$ cat src/rtl/acq_search_ctrl_pkg.sv
// Shared GPS acquisition definitions: C/A code length, default carrier NCO
// tuning, search FSM state encoding and the hypothesis/best-peak payloads.
package acq_search_ctrl_pkg;

  localparam int unsigned CODE_LEN = 1023;
  localparam int unsigned PRN_W    = 5;
  localparam int unsigned PHASE_W  = 10;
  localparam int unsigned BIN_W    = 5;
  localparam int unsigned MAG_W    = 24;
  localparam int unsigned TW_W     = 32;

  // Bin 0 tuning word; bin 10 lands on 16 kHz IF at a 16 MHz sample clock.
  localparam logic [TW_W-1:0] TW_BASE_DEFAULT = 32'd2952787;
  // Roughly 500 Hz per Doppler bin.
  localparam logic [TW_W-1:0] TW_STEP_DEFAULT = 32'd134218;

  typedef enum logic [2:0] {
    S_IDLE   = 3'd0,
    S_SETTLE = 3'd1,
    S_CLEAR  = 3'd2,
    S_INTEG  = 3'd3,
    S_EVAL   = 3'd4,
    S_DONE   = 3'd5
  } acq_state_e;

  // Hypothesis currently driven to the correlator.
  typedef struct packed {
    logic [PRN_W-1:0]   prn;
    logic [PHASE_W-1:0] phase;
    logic [BIN_W-1:0]   bin;
    logic [TW_W-1:0]    tw;
  } acq_hyp_t;

  // Strongest correlation seen so far in the current search.
  typedef struct packed {
    logic [MAG_W-1:0]   mag;
    logic [PHASE_W-1:0] phase;
    logic [BIN_W-1:0]   bin;
  } acq_best_t;

endpackage

$ cat src/rtl/acq_search_ctrl.sv
// GPS acquisition search controller. Steps a correlator through every code
// phase (0..1022) of every Doppler bin for one PRN, waits SETTLE cycles after
// each hypothesis change, clears the correlator, waits for its dump and keeps
// the strongest magnitude (earliest hypothesis wins ties).
//
// Ports:
//   CLK_16M, RST_N          sole clock, asynchronous active-low reset
//   start, abort            search launch pulse / level abort
//   prn_in, threshold       satellite to search, detection level
//   dump_valid, dump_mag    correlator integration result
//   PRN, phase, doppler_tw  current hypothesis to the correlator
//   corr_clr                one-cycle correlator accumulator clear
//   busy, done, detected    status; done is a one-cycle pulse
//   best_phase/bin/mag      strongest hypothesis of the last search
module acq_search_ctrl
  import acq_search_ctrl_pkg::*;
#(
  parameter int unsigned     N_BINS  = 21,
  parameter logic [TW_W-1:0] TW_BASE = TW_BASE_DEFAULT,
  parameter logic [TW_W-1:0] TW_STEP = TW_STEP_DEFAULT,
  parameter int unsigned     SETTLE  = 16
) (
  input  logic               CLK_16M,
  input  logic               RST_N,
  input  logic               start,
  input  logic               abort,
  input  logic [PRN_W-1:0]   prn_in,
  input  logic [MAG_W-1:0]   threshold,
  input  logic               dump_valid,
  input  logic [MAG_W-1:0]   dump_mag,
  output logic [PRN_W-1:0]   PRN,
  output logic [PHASE_W-1:0] phase,
  output logic [TW_W-1:0]    doppler_tw,
  output logic               corr_clr,
  output logic               busy,
  output logic               done,
  output logic               detected,
  output logic [PHASE_W-1:0] best_phase,
  output logic [BIN_W-1:0]   best_bin,
  output logic [MAG_W-1:0]   best_mag
);

  localparam int unsigned CNT_W = (SETTLE > 1) ? $clog2(SETTLE) : 1;
  localparam logic [CNT_W-1:0]   SETTLE_LAST = CNT_W'(SETTLE - 1);
  localparam logic [PHASE_W-1:0] PHASE_LAST  = PHASE_W'(CODE_LEN - 1);
  localparam logic [BIN_W-1:0]   BIN_LAST    = BIN_W'(N_BINS - 1);

  acq_state_e       state_q, state_d;
  logic [CNT_W-1:0] cnt_q, cnt_d;
  acq_hyp_t         hyp_q, hyp_d;
  acq_best_t        best_q, best_d;
  logic [MAG_W-1:0] mag_q, mag_d;
  logic             detected_q, detected_d;
  logic             corr_clr_q, corr_clr_d;
  logic             busy_q, busy_d;
  logic             done_q, done_d;

  // State and output registers.
  always_ff @(posedge CLK_16M or negedge RST_N) begin
    if (!RST_N) begin
      state_q    <= S_IDLE;
      cnt_q      <= '0;
      hyp_q      <= '{prn: '0, phase: '0, bin: '0, tw: TW_BASE};
      best_q     <= '0;
      mag_q      <= '0;
      detected_q <= 1'b0;
      corr_clr_q <= 1'b0;
      busy_q     <= 1'b0;
      done_q     <= 1'b0;
    end else begin
      state_q    <= state_d;
      cnt_q      <= cnt_d;
      hyp_q      <= hyp_d;
      best_q     <= best_d;
      mag_q      <= mag_d;
      detected_q <= detected_d;
      corr_clr_q <= corr_clr_d;
      busy_q     <= busy_d;
      done_q     <= done_d;
    end
  end

  // Next-state, hypothesis stepping and peak tracking.
  always_comb begin
    state_d    = state_q;
    cnt_d      = '0;
    hyp_d      = hyp_q;
    best_d     = best_q;
    mag_d      = mag_q;
    detected_d = detected_q;
    corr_clr_d = 1'b0;
    busy_d     = 1'b0;
    done_d     = 1'b0;

    unique case (state_q)
      S_IDLE: begin
        if (start) begin
          state_d    = S_SETTLE;
          hyp_d      = '{prn: prn_in, phase: '0, bin: '0, tw: TW_BASE};
          best_d     = '0;
          detected_d = 1'b0;
        end
      end
      S_SETTLE: begin
        if (cnt_q == SETTLE_LAST) state_d = S_CLEAR;
        else                      cnt_d   = cnt_q + CNT_W'(1);
      end
      S_CLEAR: state_d = S_INTEG;
      S_INTEG: begin
        if (dump_valid) begin
          mag_d   = dump_mag;
          state_d = S_EVAL;
        end
      end
      S_EVAL: begin
        // Strict compare so a tie keeps the earlier hypothesis.
        if (mag_q > best_q.mag) begin
          best_d.mag   = mag_q;
          best_d.phase = hyp_q.phase;
          best_d.bin   = hyp_q.bin;
        end
        if (hyp_q.phase != PHASE_LAST) begin
          hyp_d.phase = hyp_q.phase + PHASE_W'(1);
          state_d     = S_SETTLE;
        end else if (hyp_q.bin != BIN_LAST) begin
          hyp_d.phase = '0;
          hyp_d.bin   = hyp_q.bin + BIN_W'(1);
          hyp_d.tw    = hyp_q.tw + TW_STEP;
          state_d     = S_SETTLE;
        end else begin
          // Last hypothesis: decide on the peak including this dump.
          state_d    = S_DONE;
          detected_d = (best_d.mag >= threshold);
        end
      end
      S_DONE:  state_d = S_IDLE;
      default: state_d = S_IDLE;
    endcase

    // Abort freezes hypothesis and results where they are.
    if (abort && (state_q != S_IDLE)) begin
      state_d    = S_IDLE;
      cnt_d      = '0;
      hyp_d      = hyp_q;
      best_d     = best_q;
      mag_d      = mag_q;
      detected_d = detected_q;
    end

    // Status flops mirror the state being entered so they align with it.
    corr_clr_d = (state_d == S_CLEAR);
    busy_d     = (state_d != S_IDLE);
    done_d     = (state_d == S_DONE);
  end

  assign PRN        = hyp_q.prn;
  assign phase      = hyp_q.phase;
  assign doppler_tw = hyp_q.tw;
  assign corr_clr   = corr_clr_q;
  assign busy       = busy_q;
  assign done       = done_q;
  assign detected   = detected_q;
  assign best_phase = best_q.phase;
  assign best_bin   = best_q.bin;
  assign best_mag   = best_q.mag;

endmodule

$ cat config.mk
export PLATFORM = sky130hd
export DESIGN_NAME = acq_search_ctrl
export DESIGN_NICKNAME = d
export VERILOG_FILES = /design/src/rtl/acq_search_ctrl_pkg.sv /design/src/rtl/acq_search_ctrl.sv
export SDC_FILE = /design/constraint.sdc
export NUM_CORES = 1
export LEC_CHECK = 0
export ABC_AREA = 1
export CAP_MARGIN = 20
export CORE_ASPECT_RATIO = 1.4
export CORE_MARGIN = 2
export CORE_UTILIZATION = 54
export CTS_CLUSTER_SIZE = 30
export DETAILED_ROUTE_END_ITERATION = 7
export PLACE_DENSITY = 0.86
export REMOVE_ABC_BUFFERS = 1
export SYNTH_ARGS = -nofsm -noshare
export SYNTH_HDL_FRONTEND = slang
export SYNTH_SLANG_ARGS = --single-unit
export TNS_END_PERCENT = 5
$ cat constraint.sdc
create_clock -name CLK_16M -period 3.13 [get_ports CLK_16M]
set_input_delay 0.7825 -clock CLK_16M [delete_from_list [all_inputs] [get_ports CLK_16M]]
set_output_delay 0.7825 -clock CLK_16M [all_outputs]
set_load 0.05 [all_outputs]
==> metrics.md <==
| Metric | Value |
|---|---|
| Status | finished with violations |
| Failing checks | setup timing |
| P_sw | 2.34 mW |
| Largest net degree at the start of global routing | around 90 |
| Clock power share | 31.9% |
| Synthesized area per cell | roughly 7.3 um^2 |
| Grt total ovfl | 0 |
| Die area | 16,200 um^2 |
| Switching power share of the total | 38.0% |
| CP Data Required Time | 3440 ps |
| Post-synthesis cell count | 1,118 |
| Setup crit end kind | flip-flop |
| Final instance area | 10,700 um^2 |
| RePlAce Congestion | just over 1 |
| First-pass GRT wire length | 35,800 um |
| Core area | approximately 15,000 um^2 |
| Syn-to-layout area delta | 30.5% |
| Port bufs | between 100 and 150 |
| Worst-Skew Late Latency | ~430 ps |
| Via count | 8,131 |
| Worst path arrival time | around 3600 ps |
| Fmax | roughly 300 MHz |
| Worst r2r path cells | 18 |
| Top FF cell, synth | dfrtp_1 |
| DR vias/cell | approximately 5.6 |
| Startpoint types | flip-flop |
| Worst VDD drop | approximately 0.00061 V |
| Crit path kind | flip-flop to flip-flop |
| Synth cell types | between 40 and 50 |
| Sequential Power Share | between 30% and 40% |
| Min Tclk post-route | between 3000 and 4000 ps |
| Vias in the first global route | about 7,700 |
| Comb pwr share | between 30% and 40% |
| Share of cells above drive strength 1 | 12.7% |
| 1st-pass router iterations | 8 |
| Clk_skew | ~8.1 ps |
| Top-level port count | around 150 |
| #FFs+latches synth | around 130 |
| TNS Setup | -173 ps |
| Main area contributors after synthesis | dfrtp_1 35%, nand2_1 14%, ha_1 8.2%, inv_1 6.5%, nand3_1 6.2% |
| Power per cell area | around 570 nW/um^2 |
| Commonest non-fill, non-tap cell in the layout | nand2_1 |
| TritonCTS clock tree | done |
| Max_slew headroom | between 50% and 60% |
| CTS Sinks | between 100 and 150 |
| Post-route DRC | 0 |
| Final worst-path cycle share | 106% |
| Max-cap violations | 0 |
| N_diodes | 0 |
| Number of buffers created by CTS | 17 |
| Max FO, Critical Path | 5 |
| Post-DP Area | 9550 um^2 |
| Register area share after synthesis | about two fifths |
| Final wirelength | between 20,000 and 30,000 um |
| Antenna Nets Post-Route | 0 |
| Hold WS | between 300 and 400 ps |
| Ys async rst share | 100% |
| Dpl hpwl | between 15,000 and 20,000 um |
| Clock transition at path regs | 60 ps |
| Actual slew at the worst max-slew pin | roughly 600 ps |
| Initial antenna violation count | 0 |
| Cell Area, Synth | 8200 um^2 |
| GRT Total Usage | ~28% |
| HP Class | input pin to async pin |
| Initial cell density of the core | 55.0% |
| Root Buffer | clkbuf_16 |
| Chip Width | around 110 um |
| Final WS setup | -173 ps |
| H-tree Lvls | 4 |
| DR iter-0 viols | between 600 and 700 |
| Synth top area share | between 30% and 40% |
| Max clock buf depth | 2 |
| Post-synth EDFFs | 0 |
| Internal power | between 3 and 4 mW |
| Leakage | between 5 and 6 nW |
| Most frequent cells in the layout | 303 x nand2_1, 146 x clkdlybuf4s50_1, 135 x inv_1 |
| Fin. Hold Viols | 0 |
| # setup viols final | 1 |
| Rows | 53 |
| Cell taking the most area after synthesis | dfrtp_1 |
| RSZ-0062 raised after global routing | yes |
| Reg2reg setup slack | -170 ps |
| Post-DR wirelength/cell | 17.4 um |
| CTS Hold Buffers Added | 0 |
| Total Nets Final | approximately 1,400 |
| Die height | 150 um |
| Max Slew Vio Count | 0 |
| YS warnings | 0 |
[Yosys cell counts, types with 3 or more instances]
cell type / count
nand2_1: 314
inv_1: 142
dfrtp_1: 115
nand3_1: 101
nor2_1: 101
a21oi_1: 55
ha_1: 54
buf_4: 49
o21ai_0: 29
and2_1: 23
nand4_1: 20
nor3_1: 15
clkbuf_1: 13
dfstp_2: 11
buf_2: 9
xor2_1: 8
nand3b_1: 7
o21ai_1: 7
inv_2: 6
nand2_4: 4
buf_6: 3
nand3_2: 3
[state kept, by name (all words and copies together), names as in the netlist]
name and cells:
doppler_tw 32, best_mag 24, mag_q 24, best_phase 10, phase 10, PRN 5
best_bin 5, hyp_q 5, cnt_q 4, state_q 3, busy 1, corr_clr 1
detected 1, done 1
[logic make-up after synthesis]
| kind of cell | share of synthesized area (%) |
|---|---|
| fa+ha+maj | 8.24 |
| simple gates | 32.4 |
| compound gates | 6.90 |
| xor+xnor | 0.961 |
| flops | 38.6 |
| buf+inv | 12.9 |
[timing repair]
action | CTS | global route
buffers inserted | 3 | 16
endpoints found under the setup margin | 1 | 1
gates resized for setup | 4 | 70
gates cloned | 0 | 2
pin swaps | 1 | 38
[cell type report]
type | instances | area [um^2]
sequential | 126 | 3170
clock buffer | 26 | 539
clock inverter | 4 | 50.0
timing repair buffer | 181 | 1820
tap | 192 | 240
fill | 1058 | 4220
inverter | 149 | 561
multi-input combinational | 769 | 4320
[power groups by stage]
stage          combinational (mW)  sequential, mW  clock, mW
2_1_floorplan               0.843            2.46          0
3_3_place_gp                 1.91            2.06          0
3_5_place_dp                 1.96            2.06          0
4_1_cts                      1.99            2.04       1.97
5_1_grt                      2.32            2.08       2.04
6_report                     2.13            2.05       1.96
[layer usage]
metal	vias to the layer above	wire length, um	track usage [%]
li1	3763	-	-
met1	3806	9070	31.2
met2	430	12900	50.2
met3	132	1760	5.71
met4	0	1440	16.0
met5	-	0	0
[path summary, 6_finish.rpt]
| check | startpoint | endpoint |
|---|---|---|
| hold / removal | RST_N | mag_q[1] |
| hold reg to reg | best_phase[7] | best_phase[7] |
| min in group CLK_16M | best_phase[7] | best_phase[7] |
| setup reg to reg | best_mag[14] | detected |
| setup / recovery | best_mag[14] | detected |
| max in group asynchronous | RST_N | doppler_tw[19] |
[per-stage QoR]
stage	utilization, %	total power, mW	instances	worst slack (ps)
3_5_place_dp	64.0	4.02	1396	-3.15
6_report	71.7	6.14	1447	-173
5_1_grt	71.7	6.44	1447	-366
2_1_floorplan	-	3.30	1044	-232
3_3_place_gp	64.0	3.97	1396	89.5
4_1_cts	68.3	5.99	1429	14.0
[worst max-delay path: stages (launching register included)]
cell and delay [ps]:
dfrtp_1 430, inv_2 80, ha_4 280, nand2_4 60, nor2_4 140, nand4_1 160
nor2_4 160, nand2_2 90, nand3_4 160, buf_4 180, nand3_1 100, and2_1 180
ha_1 310, a21oi_1 250, nand2_1 110, a21oi_2 160, nand3_1 90, nor2_1 130
o21ai_1 80
Power figures use the tool's default switching activity.
